--- config.mk ---
export PLATFORM = sky130hd
export DESIGN_NAME = float8_mul_pipe
export DESIGN_NICKNAME = d
export VERILOG_FILES = /design/src/rtl/float8_mul_pipe.sv
export SDC_FILE = /design/constraint.sdc
export NUM_CORES = 1
export LEC_CHECK = 0
export ABC_AREA = 1
export CORE_MARGIN = 8
export CORE_UTILIZATION = 47
export DETAILED_ROUTE_END_ITERATION = 6
export GPL_ROUTABILITY_DRIVEN = 0
export GPL_TIMING_DRIVEN = 1
export PLACE_DENSITY = 0.68
export SETUP_SLACK_MARGIN = 0.5
export SYNTH_ARGS = -nofsm -noshare
export SYNTH_HDL_FRONTEND = slang
export SYNTH_SLANG_ARGS = --single-unit
--- constraint.sdc ---
create_clock -name clk -period 3.9 [get_ports clk]
set_input_delay 0.78 -clock clk [delete_from_list [all_inputs] [get_ports clk]]
set_output_delay 0.78 -clock clk [all_outputs]
set_load 0.01 [all_outputs]
--- src/rtl/float8_mul_pipe.sv ---
// float8_mul_pipe: 3-stage pipelined minifloat multiplier (unpack, multiply, normalise/pack)
// with a global stall, saturate/flush flags and clearable sticky flags.
module float8_mul_pipe #(
   parameter int EXP_W = 3,
   parameter int MAN_W = 4,
   parameter int BIAS  = 3
) (
   input  logic                   clk,
   input  logic                   rst_n,
   input  logic                   in_valid,
   output logic                   in_ready,
   input  logic [EXP_W+MAN_W:0]   a,
   input  logic [EXP_W+MAN_W:0]   b,
   output logic                   out_valid,
   input  logic                   out_ready,
   output logic [EXP_W+MAN_W:0]   out,
   output logic [1:0]             out_flags,
   output logic [1:0]             sticky,
   input  logic                   clr_sticky
);
   localparam int W  = 1 + EXP_W + MAN_W;
   localparam int SW = MAN_W + 1;
   localparam int PW = 2 * SW;
   localparam int EW = EXP_W + 3;
   localparam logic signed [EW-1:0] EMAX = EW'((1 << EXP_W) - 1);
   localparam logic signed [EW-1:0] EMIN = EW'(1);

   logic                    en;
   logic                    v1_q, v2_q, v3_q;
   logic                    s1_q, s2_q, z1_q, z2_q;
   logic [EXP_W-1:0]        ea_q, eb_q;
   logic [SW-1:0]           sa_q, sb_q;
   logic [PW-1:0]           p_q, pn;
   logic signed [EW-1:0]    er_d, er_q, e3, sh;
   logic                    zero, ovf, unf;
   logic [W-1:0]            out_d, out_q;
   logic [1:0]              flags_d, flags_q, sticky_d, sticky_q;

   assign en        = out_ready | ~v3_q;
   assign in_ready  = en;
   assign out_valid = v3_q;
   assign out       = out_q;
   assign out_flags = flags_q;
   assign sticky    = sticky_q;
   assign er_d      = EW'(ea_q) + EW'(eb_q) - EW'(BIAS);
   assign sticky_d  = clr_sticky ? 2'b00 : sticky_q | (flags_q & {2{v3_q & out_ready}});

   // Product binary point sits below P[PW-2]; normalise so the leading one lands there.
   always_comb begin
      sh = '0;
      for (int i = 0; i < PW - 1; i++) if (p_q[i]) sh = EW'(PW - 2 - i);
      pn      = p_q[PW-1] ? p_q >> 1 : p_q << sh;
      e3      = p_q[PW-1] ? er_q + EMIN : er_q - sh;
      zero    = z2_q | ~|p_q;
      ovf     = ~zero & (e3 > EMAX);
      unf     = ~zero & ~ovf & (e3 < EMIN);
      out_d   = (zero | unf) ? {s2_q, {(W-1){1'b0}}} :
                ovf ? {s2_q, {(W-1){1'b1}}} :
                {s2_q, e3[EXP_W-1:0], MAN_W'(pn >> (PW - 2 - MAN_W))};
      flags_d = {ovf, unf};
   end

   always_ff @(posedge clk or negedge rst_n)
      if (!rst_n) begin
         v1_q     <= 1'b0;
         v2_q     <= 1'b0;
         v3_q     <= 1'b0;
         s1_q     <= 1'b0;
         s2_q     <= 1'b0;
         z1_q     <= 1'b0;
         z2_q     <= 1'b0;
         ea_q     <= '0;
         eb_q     <= '0;
         sa_q     <= '0;
         sb_q     <= '0;
         p_q      <= '0;
         er_q     <= '0;
         out_q    <= '0;
         flags_q  <= '0;
         sticky_q <= '0;
      end else begin
         sticky_q <= sticky_d;
         if (en) begin
            v1_q <= in_valid;
            s1_q <= a[W-1] ^ b[W-1];
            z1_q <= ~|a[W-2:0] | ~|b[W-2:0];
            ea_q <= a[MAN_W +: EXP_W];
            eb_q <= b[MAN_W +: EXP_W];
            sa_q <= {|a[W-2:MAN_W], a[MAN_W-1:0]};
            sb_q <= {|b[W-2:MAN_W], b[MAN_W-1:0]};
            v2_q <= v1_q;
            s2_q <= s1_q;
            z2_q <= z1_q;
            er_q <= er_d;
            p_q  <= PW'(sa_q) * PW'(sb_q);
            v3_q <= v2_q;
            if (v2_q) begin
               out_q   <= out_d;
               flags_q <= flags_d;
            end
         end
      end
endmodule

### Word level (Yosys, flattened, before mapping)

Index checks and enable logic that the tools add are counted.

* add/sub/neg operators: 4
* $mul: 1
* order comparisons: 2
* shifts and indexed selects: 1
* mux-type cells: 14
* bitwise gates (word level): 14
* reduce and logical (&&, ||, !) cells: 9

Operators with widths (count)
* 6-bit 2-to-1 mux: 6
* 4-bit 2-to-1 mux: 4
* 7-bit 2-to-1 mux: 2
* 7-bit OR reduction: 2
* 5-bit by 5-bit multiplier with 10-bit output: 1
* 10-bit OR reduction: 1
* 10-bit by 6-bit left shift with 8-bit output: 1
* 8-bit 2-to-1 mux: 1
* 6-bit by 2-bit adder with 6-bit output, second input constant: 1
* 6-bit by 4-bit greater-than comparator with 1-bit output, second input constant: 1
* 6-bit by 2-bit < comparator with 1-bit output, second input constant: 1
* 3-bit OR reduction: 2
* 6-bit subtractor: 1
* 4-bit by 2-bit subtractor with 5-bit output, second input constant: 1
* 3-bit by 3-bit adder with 4-bit output: 1
* 1-bit bitwise AND: 4
* 1-bit bitwise OR: 4
* 1-bit logical NOT: 3
* 1-bit inverter: 3
* 2-bit bitwise AND: 1
* 2-bit 2-to-1 mux: 1
* 2-bit bitwise OR: 1
* 2-bit AND reduction: 1
* 1-bit bitwise XOR: 1

* flip-flop bits (word level): 51
* input bits: 21
* output and inout port bits: 14

### Logic depth before layout (Yosys ltp)

* depth after elaboration: 18
* gate-level depth with buffers: 23
* gate-level depth less buffers: 23

### Worst setup path after synthesis

Ideal clock, no wire load.

* path kind: register to register
* start: register sb_q[4]
* end: register p_q[7]
* setup time: 130 ps
* data arrival time: 3125 ps
* required time: 3770 ps
* path slack: 644 ps
* stages on the path, launching flop included: 15
* buffers on the path: 0
* clock period less this slack: 3256 ps
* cells stage by stage: dfrtp_1 -> nand2_1 -> fa_1 -> fa_1 -> fa_1 -> inv_1 -> ha_1 -> nand3_1 -> nand3_1 -> nand2_1 -> nand2_1 -> a21oi_1 -> or2_2 -> nand3_1 -> o21ai_0

* longest elaborated chain between the ends: 1

RTL lines
* start, declared: line 32 `logic [SW-1:0] sa_q, sb_q;`
* start signal, assigned: line 90 `sb_q <= {|b[W-2:MAN_W], b[MAN_W-1:0]};`
* 5-bit by 5-bit multiplier with 10-bit output: line 95 `p_q <= PW'(sa_q) * PW'(sb_q);`
* end signal, assigned: line 95
* end, declared: line 33 `logic [PW-1:0] p_q, pn;`

No other way between the ends.
A chain may end at the register's enable or synchronous reset.

### Worst setup path in the final report

* start: register sa_q[1]
* end: register p_q[8]

* longest elaborated chain between the ends: 1

RTL lines
* start, declared: line 32
* start signal, assigned: line 89 `sa_q <= {|a[W-2:MAN_W], a[MAN_W-1:0]};`
* 5-bit by 5-bit multiplier with 10-bit output: line 95

No other way between the ends.

==> impl_metrics.py <==
metrics = {
    "setup_path": {
        "reg2reg_depth": 17,
        "crit_buf_inv": 3,
        "critPathLaunch": "sa_q[1]",
        "cp_slowest_cell": "fa_1",
        "arrival_ns": 3.45,
        "r2r_setup_slack_ns": 0.61,
        "cp-start-kind": "flip-flop",
        "cp.required_ns": 4.07,
        "critPathMaxFanout": 5,
        "r2r_end": "p_q[8]",
        "worst-path-stages": 17,
        "worstSetupEndpoint": "p_q[8]",
        "cp_common_cell": "nand2_1",
        "r2r-start": "sa_q[1]",
        "critical_path.cell_chain": "buf_4 > nand2_1 > inv_1 > fa_1 > fa_1 > ha_1 > ha_4 > nand2_1 > nand2_1 > o21ai_0 > inv_1 > nor2_1 > nor2_1 > nor2_1 > nand2_1 > nand3_1 > o21ai_0",
        "cp-end-kind": "flip-flop",
        "critPathKind": "flip-flop to flip-flop",
        "slowest_delay_ns": 0.50,
        "critical-path-top-delay-family": "adder cells",
    },
    "floorplan": {
        "fp.dieW_um": 102.7,
        "core_um2": 7253,
        "rows": 31,
        "dieArea_um2": 10550,
        "initial_utilization_pct": 48.73,
        "ios": 35,
        "die_y_um": 102.7,
    },
    "cts": {
        "clock-root-buffer": "clkbuf_8",
        "clkSinkCount": 50,
        "cts.clk_slew.worst_paths_ns": 0.09,
        "cts_tree": "built",
        "htree_num_levels": 2,
        "clockBufferDepth": 2,
        "numCtsBuffers": 5,
        "cts_hold_buf": 0,
        "clk_latency_ns": 0.29,
    },
    "timing": {
        "rsz0062_at_grt": "true",
        "post-route-period-util_pct": 84.25,
        "slew_violations": 0,
        "finalSetupViolCount": 0,
        "clock_skew_ns": 0.006495,
        "period_needed_ns": 3.286,
        "fmax_ghz": 0.3043,
        "maxSlewHeadroom_pct": 27.57,
        "hold_violations": 0,
        "finalSetupTns_ns": 0,
        "tightest_slew_ns": 1.087,
    },
    "global_routing": {
        "grt_max_degree": 51,
        "overflow": 0,
        "antenna_found_initial": 0,
        "grt_pass1_wl_mm": 13.24,
        "first_global_vias": 2982,
        "track_usage_pct": 15.34,
    },
    "synthesis": {
        "syn-num-nets": 529,
        "synth_seq_cells": 50,
        "synth.distinct_cells": 31,
        "synth_edf_count": 0,
        "synth_async_sr_flop_share_pct": 100.0,
        "yosysSeqAreaShare_pct": 35.40,
        "netlist_area_um2": 3535,
        "syn_area_per_cell_um2": 7.553,
        "postSynthCellCount": 468,
        "synth_ff_type": "dfrtp_1",
        "yosys_warnings": 0,
    },
    "place": {
        "hpwl_mm": 5.617,
        "portBuffers": 34,
    },
    "finish": {
        "mostFrequentLayoutCells": "nand2_1 (160), inv_1 (71), dfrtp_1 (49)",
        "nNetsFinal": 570,
        "multi_input_area_um2": 1991,
        "layout_commonest_cell": "nand2_1",
        "fin_util_pct": 57.48,
        "fill_cells": 660,
        "antennaDiodeCount": 0,
        "seqCellArea_um2": 1252,
        "area_growth_syn_to_layout_pct": 17.95,
        "drive_gt1_share_pct": 9.020,
    },
    "hold_path": {
        "hp-class": "flip-flop to flip-flop",
    },
    "power_and_ir_drop": {
        "p_sw_share_pct": 48.73,
        "ir_drop_uv": 334.3,
        "p_leak_uw": 0.002259,
        "clockPowerShare_pct": 9.5,
        "p_comb_share_pct": 68.0,
        "seq_power_share_pct": 22.5,
        "p_sw_uw": 1873,
        "p_int_uw": 1971,
        "powerDensity_nw_per_um2": 922.0,
    },
    "drt": {
        "via_count": 3044,
        "vias_per_cell": 4.998,
        "avgRoutedWirePerCell_um": 12.22,
        "drtIter0Drc": 118,
        "drcViolationCount": 0,
        "ant_nets": 0,
        "first_pass_iters": 4,
        "drt-total-wl_mm": 7.440,
    },
    "status": {
        "status": "complete, no violations",
    },
    "run": {
        "max_cap_viol_count": 0,
    },
}
## power groups by stage
stage	registers [uW]	logic [uW]	clock network, uW
global placement	881	2450	0
CTS	865	2550	371
finish	866	2610	364
detailed placement	889	2490	0
floorplan	864	1930	0
global route	893	3010	392
## synthesized netlist by cell type (all sizes together) (5+ instances only)
cell type	number	share of area (%)
xnor2	5	1.2
clkbuf	8	0.85
o21ai	28	4.0
nor2	22	2.9
dfrtp	50	35
ha	29	10
a21oi	11	1.6
nand3	40	6.7
inv	77	8.2
nand2	166	18
fa	11	6.2
## layer usage
layer	track usage (%)	share of wire [%]	wire length (um)
met1	20.76	50	3688
met2	25.32	46	3435
met3	2.363	3.2	240
met4	2.935	1.0	76
met5	0	0	0
## final cells by class
cell class                      instances  area share, %
Tap cell                               99          2.971
Sequential cell                        50          30.04
Clock inverter                          2         0.9004
Inverter                               77          6.933
Clock buffer                            6          1.741
Multi-Input combinational cell        332          47.75
Timing Repair Buffer                   43          9.664
## worst min-delay path by stage
stage                     startpoint         to  slack, ns  cells after the start
after floorplan                 v2_q  out_valid       0.43                      2
after global placement          v2_q  out_valid       0.45                      2
after detailed placement        v2_q  out_valid       0.45                      2
after CTS                       v2_q  out_valid       0.47                      2
after global routing            v2_q  out_valid       0.51                      2
final                           v2_q  out_valid       0.47                      2
## registers in the layout, indices dropped and copies added, names as in the netlist
name,flops
sa_q,5
z2_q,1
out_valid,1
er_q,5
s2_q,1
ea_q,3
v2_q,1
p_q,10
z1_q,1
sticky,2
eb_q,3
s1_q,1
out,8
sb_q,5
out_flags,2
v1_q,1
## stage by stage
step | hold slack [ns] | cells | setup slack, ns | cell area, um^2 | power [uW]
floorplan | 0.4317 | 468 | 0.6444 | 3535 | 2796
global placement | 0.4490 | 594 | 0.5324 | 3970 | 3331
detailed placement | 0.4482 | 594 | 0.4428 | 3970 | 3377
CTS | 0.4720 | 608 | 0.5231 | 4126 | 3781
global route | 0.5061 | 609 | 0.4117 | 4169 | 4291
finish | 0.4733 | 609 | 0.6142 | 4169 | 3844
## what timing repair did
item	4_1_cts	5_1_grt
gates resized for setup	1	6
gates cloned	0	0
buffers inserted	6	1
pin swaps	0	2
setup endpoints to repair	1	5
## cell families (layout without fill, tap and decap cells)
family	after synthesis	in the layout	share of synthesized area, %
adder cells (fa/ha/maj)	40	40	16.50
XOR/XNOR	7	7	1.735
AND/OR/NAND/NOR	240	240	29.84
flip-flops	50	50	35.40
AO/OA/AOI/OAI	45	45	7.186
buffers and inverters	86	128	9.345
## worst min-delay path, stage by stage (launching register included)
cell and delay (ns):
dfrtp_1 0.33, inv_1 0.06, nand2_1 0.06
Note: power is estimated with default switching activity, not from simulation.
